`src/rtl/draw_scheduler.sv`:
```
`default_nettype none
// ============================================================================
// Module      : draw_scheduler
// Description : Once per frame, snapshots the sprite object table (player,
//               enemies, bullets). It serialises draw requests for the active
//               objects to the rectangle drawer over a valid/ready handshake,
//               then evaluates rectangle-overlap collisions on the same
//               snapshot.
//   clk          : system clock
//   resetn       : synchronous reset, active-high despite the name
//   start        : begin a frame (sampled only while idle)
//   obj_*        : packed per-object fields, object i at [i*W +: W]
//   draw_ready   : drawer accepts the current request
//   draw_valid   : request valid; payload draw_x/y/w/h/colour and draw_idx
//   busy         : frame in progress
//   frame_done   : one-cycle pulse at the end of a frame
//   pe_collision : player vs enemy e
//   be_collision : bullet b vs enemy e at bit e*N_BULLET+b
// Revision    : 1.0 - initial release
// ============================================================================
module draw_scheduler #(
    parameter int  N_ENEMY  = 4,
    parameter int  N_BULLET = 1,
    parameter int  XW       = 8,
    parameter int  YW       = 7,
    parameter int  SW       = 5,
    parameter int  CW       = 3,
    localparam int N_OBJ    = 1 + N_ENEMY + N_BULLET,
    localparam int IW       = (N_OBJ > 1) ? $clog2(N_OBJ) : 1
) (
    input  logic                         clk,
    input  logic                         resetn,
    input  logic                         start,
    input  logic [N_OBJ*XW-1:0]          obj_x,
    input  logic [N_OBJ*YW-1:0]          obj_y,
    input  logic [N_OBJ*SW-1:0]          obj_w,
    input  logic [N_OBJ*SW-1:0]          obj_h,
    input  logic [N_OBJ*CW-1:0]          obj_colour,
    input  logic [N_OBJ-1:0]             obj_active,
    input  logic                         draw_ready,
    output logic                         draw_valid,
    output logic [XW-1:0]                draw_x,
    output logic [YW-1:0]                draw_y,
    output logic [SW-1:0]                draw_w,
    output logic [SW-1:0]                draw_h,
    output logic [CW-1:0]                draw_colour,
    output logic [IW-1:0]                draw_idx,
    output logic                         busy,
    output logic                         frame_done,
    output logic [N_ENEMY-1:0]           pe_collision,
    output logic [N_ENEMY*N_BULLET-1:0]  be_collision
);

    localparam logic [2:0] c_S_IDLE  = 3'd0;
    localparam logic [2:0] c_S_SCAN  = 3'd1;
    localparam logic [2:0] c_S_OFFER = 3'd2;
    localparam logic [2:0] c_S_CHECK = 3'd3;
    localparam logic [2:0] c_S_DONE  = 3'd4;

    localparam logic [IW-1:0] c_LAST_IDX = IW'(N_OBJ - 1);

    logic [2:0]                    r_state;
    logic [IW-1:0]                 r_idx;

    logic [N_OBJ*XW-1:0]           r_snap_x;
    logic [N_OBJ*YW-1:0]           r_snap_y;
    logic [N_OBJ*SW-1:0]           r_snap_w;
    logic [N_OBJ*SW-1:0]           r_snap_h;
    logic [N_OBJ*CW-1:0]           r_snap_colour;
    logic [N_OBJ-1:0]              r_snap_active;

    logic                          r_draw_valid;
    logic [XW-1:0]                 r_draw_x;
    logic [YW-1:0]                 r_draw_y;
    logic [SW-1:0]                 r_draw_w;
    logic [SW-1:0]                 r_draw_h;
    logic [CW-1:0]                 r_draw_colour;
    logic [IW-1:0]                 r_draw_idx;
    logic                          r_frame_done;
    logic [N_ENEMY-1:0]            r_pe;
    logic [N_ENEMY*N_BULLET-1:0]   r_be;

    // Unpacked views of the snapshot so objects can be selected by index.
    logic [XW-1:0] w_x [N_OBJ];
    logic [YW-1:0] w_y [N_OBJ];
    logic [SW-1:0] w_w [N_OBJ];
    logic [SW-1:0] w_h [N_OBJ];
    logic [CW-1:0] w_c [N_OBJ];

    for (genvar i = 0; i < N_OBJ; i++) begin : g_unpack
        assign w_x[i] = r_snap_x[i*XW +: XW];
        assign w_y[i] = r_snap_y[i*YW +: YW];
        assign w_w[i] = r_snap_w[i*SW +: SW];
        assign w_h[i] = r_snap_h[i*SW +: SW];
        assign w_c[i] = r_snap_colour[i*CW +: CW];
    end

    // Strict inequalities make touching edges miss. Sums carry one extra bit
    // so objects near the right/bottom edge never wrap onto the left/top.
    // The explicit non-zero terms stop a degenerate rectangle from colliding.
    function automatic logic f_overlap(
        input logic          a_act,
        input logic          b_act,
        input logic [XW-1:0] ax,
        input logic [XW-1:0] bx,
        input logic [YW-1:0] ay,
        input logic [YW-1:0] by,
        input logic [SW-1:0] aw,
        input logic [SW-1:0] ah,
        input logic [SW-1:0] bw,
        input logic [SW-1:0] bh
    );
        logic [XW:0] w_ax_end;
        logic [XW:0] w_bx_end;
        logic [YW:0] w_ay_end;
        logic [YW:0] w_by_end;
        w_ax_end = (XW+1)'(ax) + (XW+1)'(aw);
        w_bx_end = (XW+1)'(bx) + (XW+1)'(bw);
        w_ay_end = (YW+1)'(ay) + (YW+1)'(ah);
        w_by_end = (YW+1)'(by) + (YW+1)'(bh);
        f_overlap = a_act && b_act &&
                    (aw != '0) && (ah != '0) && (bw != '0) && (bh != '0) &&
                    ((XW+1)'(ax) < w_bx_end) && ((XW+1)'(bx) < w_ax_end) &&
                    ((YW+1)'(ay) < w_by_end) && ((YW+1)'(by) < w_ay_end);
    endfunction

    logic [N_ENEMY-1:0]          w_pe;
    logic [N_ENEMY*N_BULLET-1:0] w_be;

    for (genvar e = 0; e < N_ENEMY; e++) begin : g_pe
        assign w_pe[e] = f_overlap(r_snap_active[0], r_snap_active[1+e],
                                   w_x[0], w_x[1+e], w_y[0], w_y[1+e],
                                   w_w[0], w_h[0], w_w[1+e], w_h[1+e]);
        for (genvar b = 0; b < N_BULLET; b++) begin : g_be
            localparam int c_B = 1 + N_ENEMY + b;
            assign w_be[e*N_BULLET+b] = f_overlap(
                r_snap_active[c_B], r_snap_active[1+e],
                w_x[c_B], w_x[1+e], w_y[c_B], w_y[1+e],
                w_w[c_B], w_h[c_B], w_w[1+e], w_h[1+e]);
        end
    end

    always_ff @(posedge clk) begin
        if (resetn) begin
            r_state       <= c_S_IDLE;
            r_idx         <= '0;
            r_snap_x      <= '0;
            r_snap_y      <= '0;
            r_snap_w      <= '0;
            r_snap_h      <= '0;
            r_snap_colour <= '0;
            r_snap_active <= '0;
            r_draw_valid  <= 1'b0;
            r_draw_x      <= '0;
            r_draw_y      <= '0;
            r_draw_w      <= '0;
            r_draw_h      <= '0;
            r_draw_colour <= '0;
            r_draw_idx    <= '0;
            r_frame_done  <= 1'b0;
            r_pe          <= '0;
            r_be          <= '0;
        end else begin
            case (r_state)
                c_S_IDLE: begin
                    if (start) begin
                        r_snap_x      <= obj_x;
                        r_snap_y      <= obj_y;
                        r_snap_w      <= obj_w;
                        r_snap_h      <= obj_h;
                        r_snap_colour <= obj_colour;
                        r_snap_active <= obj_active;
                        r_idx         <= '0;
                        r_state       <= c_S_SCAN;
                    end
                end
                c_S_SCAN: begin
                    if (r_snap_active[r_idx]) begin
                        r_draw_x      <= w_x[r_idx];
                        r_draw_y      <= w_y[r_idx];
                        r_draw_w      <= w_w[r_idx];
                        r_draw_h      <= w_h[r_idx];
                        r_draw_colour <= w_c[r_idx];
                        r_draw_idx    <= r_idx;
                        r_draw_valid  <= 1'b1;
                        r_state       <= c_S_OFFER;
                    end else if (r_idx == c_LAST_IDX) begin
                        r_state <= c_S_CHECK;
                    end else begin
                        r_idx <= r_idx + 1'b1;
                    end
                end
                c_S_OFFER: begin
                    // Payload registers are untouched here, so they stay
                    // stable for the whole offer.
                    if (draw_ready) begin
                        r_draw_valid <= 1'b0;
                        if (r_idx == c_LAST_IDX) begin
                            r_state <= c_S_CHECK;
                        end else begin
                            r_idx   <= r_idx + 1'b1;
                            r_state <= c_S_SCAN;
                        end
                    end
                end
                c_S_CHECK: begin
                    r_pe         <= w_pe;
                    r_be         <= w_be;
                    r_frame_done <= 1'b1;
                    r_state      <= c_S_DONE;
                end
                c_S_DONE: begin
                    r_frame_done <= 1'b0;
                    r_state      <= c_S_IDLE;
                end
                default: begin
                    r_draw_valid <= 1'b0;
                    r_frame_done <= 1'b0;
                    r_state      <= c_S_IDLE;
                end
            endcase
        end
    end

    assign draw_valid   = r_draw_valid;
    assign draw_x       = r_draw_x;
    assign draw_y       = r_draw_y;
    assign draw_w       = r_draw_w;
    assign draw_h       = r_draw_h;
    assign draw_colour  = r_draw_colour;
    assign draw_idx     = r_draw_idx;
    assign busy         = (r_state != c_S_IDLE);
    assign frame_done   = r_frame_done;
    assign pe_collision = r_pe;
    assign be_collision = r_be;

endmodule
`default_nettype wire

```
`config.mk`:
```
export PLATFORM = sky130hd
export DESIGN_NAME = draw_scheduler
export DESIGN_NICKNAME = d
export VERILOG_FILES = /design/src/rtl/draw_scheduler.sv
export SDC_FILE = /design/constraint.sdc
export NUM_CORES = 1
export LEC_CHECK = 0
export BUFFER_PORTS_ARGS = -buffer_cell sky130_fd_sc_hd__buf_2
export CORE_ASPECT_RATIO = 0.9
export CORE_UTILIZATION = 45
export CTS_CLUSTER_DIAMETER = 120
export DETAILED_ROUTE_END_ITERATION = 10
export GPL_TIMING_DRIVEN = 0
export REMOVE_ABC_BUFFERS = 1
export SLEW_MARGIN = 40
export SYNTH_ARGS = -nofsm -noshare
export SYNTH_HDL_FRONTEND = slang
export SYNTH_SLANG_ARGS = --single-unit
```
`constraint.sdc`:
```
create_clock -name clk -period 3.4 [get_ports clk]
set_clock_uncertainty 0.05 [all_clocks]
set_input_delay 0.68 -clock clk [delete_from_list [all_inputs] [get_ports clk]]
set_output_delay 0.68 -clock clk [all_outputs]
set_load 0.03 [all_outputs]
```
==> impl_metrics.ini <==
[die]
start_util = 0.456
die-area_um2 = 36300
die_h_um = 181
fp.dieW_um = 201
row_count = 65
core_area_um2 = 35100
ioPinCount = 220

[power]
p_leak_nw = 8.08
peakVddDrop_mv = 0.344
p_total_mw = 8.14
p_per_area_nw_per_um2 = 428

[cells_and_area]
fin_nets = 2610
final_util = 0.542
seq_area_um2 = 4470
post_route_cells_drive_above_1_share = 0.189
final_area_um2 = 19000
n_fill_cell = 3429
most-common-layout-cells = nand2_1, a21oi_1, ha_1, buf_2, dfxtp_1
syn_to_final_growth_pct = 18.9
final_common_cell = nand2_1
multi_input_area_um2 = 11300

[sta]
worst_pin_slew_ps = 735
fmax_mhz = 302
finalHoldViolCount = 0
setup_viol = 0
period_needed_ps = 3310
slew-limit-headroom = 0.509
maxSlewViolCount = 0
period_share = 0.973

[clock_tree]
root_buffer = clkbuf_16
tritoncts = yes
insertion_delay_ps = 550
cts_buffer_depth = 3
numCtsBuffers = 25
clock-sinks = 221
clk_pin_slew_ps = 60
htreeDepth = 1
ctsHoldBuffers = 0

[global_routing]
grt_pass1_wl_um = 81400
antenna_found_initial = 4
overflow = 0
grt_max_degree = 95
grt_use_total = 0.285
grt_pass1_vias = 14500

[synthesis]
yosysWarnings = 0
synth_area_um2 = 16000
async_reset_ff_frac = 0
avgSynthCellArea_um2 = 8.13
synth-edff-count = 0
ys_seq_elements = 221
ys_types = 53
postSynthCellCount = 1965
seq_area_frac_synth = 0.277
synth_ff_type = dfxtp_1

[setup_path]
critical_path.endpoint_type = flip-flop
cp_slowest_cell = fa_2
cp_cell_sequence = ha_2, fa_2, a211o_1, a21oi_2, nor2b_2, xnor2_2, buf_4, ha_4, buf_4, a2111oi_2, o21ai_1, a221oi_2, nand4_1, o21ai_1
ff2ff_setup_slack_ps = 90
cp_top_family = compound AO/OA/AOI/OAI gates
arrival_ps = 3740
path_max_fanout = 4
crit_path_max_incr_delay_ps = 420
required_ps = 3830
cp_num_buf_inv = 2
path_class = flip-flop to flip-flop
startpoint_type = flip-flop

[run_status]
run_status = completed

[drt]
via_per_inst = 5.70
wl_per_cell_um = 20.0
drt_wl_total_um = 53000
drt-initial-drc-count = 940
vias = 15200
antenna_violating_nets_post_route = 0
remaining_drc_errors = 0
drtPass1Iterations = 7

[hold_path]
holdCritPathClass = input pin to flip-flop

[placed_design]
numPortBuffers = 219
place.gp.congestion = 0.905
post-dp-hpwl_um = 39400
dpl-instance-area_um2 = 17600

[flow_run]
max_cap_viol_count = 0
-- synthesized netlist by cell type (3+ instances only) --
| cell type | instances | area share |
|---|---|---|
| nand2_1 | 426 | 0.10 |
| a21oi_1 | 318 | 0.10 |
| ha_1 | 254 | 0.20 |
| dfxtp_1 | 221 | 0.28 |
| nor2_1 | 92 | 0.022 |
| clkbuf_1 | 82 | 0.019 |
| o21ai_0 | 82 | 0.026 |
| a21o_1 | 49 | 0.023 |
| inv_1 | 49 | 0.012 |
| a211oi_1 | 44 | 0.021 |
| xor2_1 | 40 | 0.022 |
| mux2i_1 | 30 | 0.019 |
| nand2b_1 | 30 | 0.012 |
| mux4_2 | 29 | 0.041 |
| nor2b_1 | 25 | 0.0098 |
| o211ai_1 | 20 | 0.0094 |
| nand4_1 | 19 | 0.0074 |
| xnor2_1 | 19 | 0.010 |
| nand3_1 | 14 | 0.0044 |
| fa_1 | 12 | 0.015 |
| buf_1 | 10 | 0.0023 |
| nor3_1 | 10 | 0.0031 |
| o2111ai_1 | 9 | 0.0049 |
| o21a_1 | 9 | 0.0042 |
| or4_1 | 8 | 0.0038 |
| maj3_1 | 6 | 0.0038 |
| o2111a_1 | 6 | 0.0042 |
| a22oi_1 | 5 | 0.0023 |
| a31oi_1 | 5 | 0.0020 |
| o21bai_1 | 5 | 0.0023 |
| o31a_1 | 5 | 0.0027 |
| a221oi_1 | 4 | 0.0022 |
| nor3b_1 | 4 | 0.0019 |
| nand3b_1 | 3 | 0.0014 |
-- repair_timing --
item | in CTS | in global routing
buffers inserted | 7 | 17
endpoints found under the setup margin | 14 | 11
gates cloned | 1 | 2
pin swaps | 6 | 31
gates resized for setup | 32 | 56
-- tightest hold or removal path, cell delays in order --
cell and delay [ps]:
buf_2 90, nand2_1 40, a21oi_1 50
-- path summary, 6_finish.rpt --
check | to | depth (start not counted) | start
worst min register to register | pe_collision[1] | 2 | pe_collision[1]
worst min-delay path | r_snap_y[3] | 3 | obj_y[3]
worst max-delay path | be_collision[1] | 14 | r_snap_w[25]
worst max register to register | be_collision[1] | 14 | r_snap_w[25]
-- flip-flops by register name, summed over array words and instances, names as in the netlist, 4 cells and up --
register	flops
be_collision	4
draw_h	5
draw_w	5
draw_x	8
draw_y	7
pe_collision	4
r_snap_active	6
r_snap_colour	18
r_snap_h	30
r_snap_w	30
r_snap_x	48
r_snap_y	42
-- cells by family after synthesis --
group                      count (synthesis)  share of synthesized area
DFF                                      221                      0.277
and+or+nand+nor                          640                      0.170
xor gates and xnor gates                  59                     0.0323
AOI/OAI and AO/OA                        571                      0.209
muxes                                     59                     0.0597
adders and majority gates                272                      0.218
buffers and inverters                    143                     0.0341
-- metrics by stage --
step	TNS [ps]	hold WS, ps	setup WS (ps)	cells
2_1_floorplan	-262610	377	-4720	1871
3_3_place_gp	-751470	390	-10170	2559
3_5_place_dp	-3200	397	-489	2581
4_1_cts	0	285	15.0	2635
5_1_grt	-71.4	298	-23.5	2654
6_report	0	307	90.6	2657
-- cell type report --
| class | count | share of cell area |
|---|---|---|
| Tap cell | 469 | 0.0309 |
| Clock inverter | 10 | 0.00625 |
| Sequential cell | 221 | 0.235 |
| Inverter | 49 | 0.00981 |
| Clock buffer | 36 | 0.0367 |
| Multi-Input combinational cell | 1602 | 0.595 |
| Timing Repair Buffer | 267 | 0.0860 |
| Antenna cell | 3 | 0.000395 |
-- metal layers --
layer,GRT usage,up-vias,wire length [µm]
met5,0,-,24
met4,0.0559,4,1050
met3,0.0534,67,4070
met2,0.428,501,22100
met1,0.422,7154,25800
li1,-,7429,-
-- where the power goes --
part	internal (mW)	total, mW	switching (mW)	leakage, nW
clock network	1.59	2.72	1.13	0.405
registers	2.75	3.07	0.315	1.82
logic	1.04	2.35	1.31	5.85
total	5.38	8.14	2.76	8.08
(Power assumes the default switching activity.)
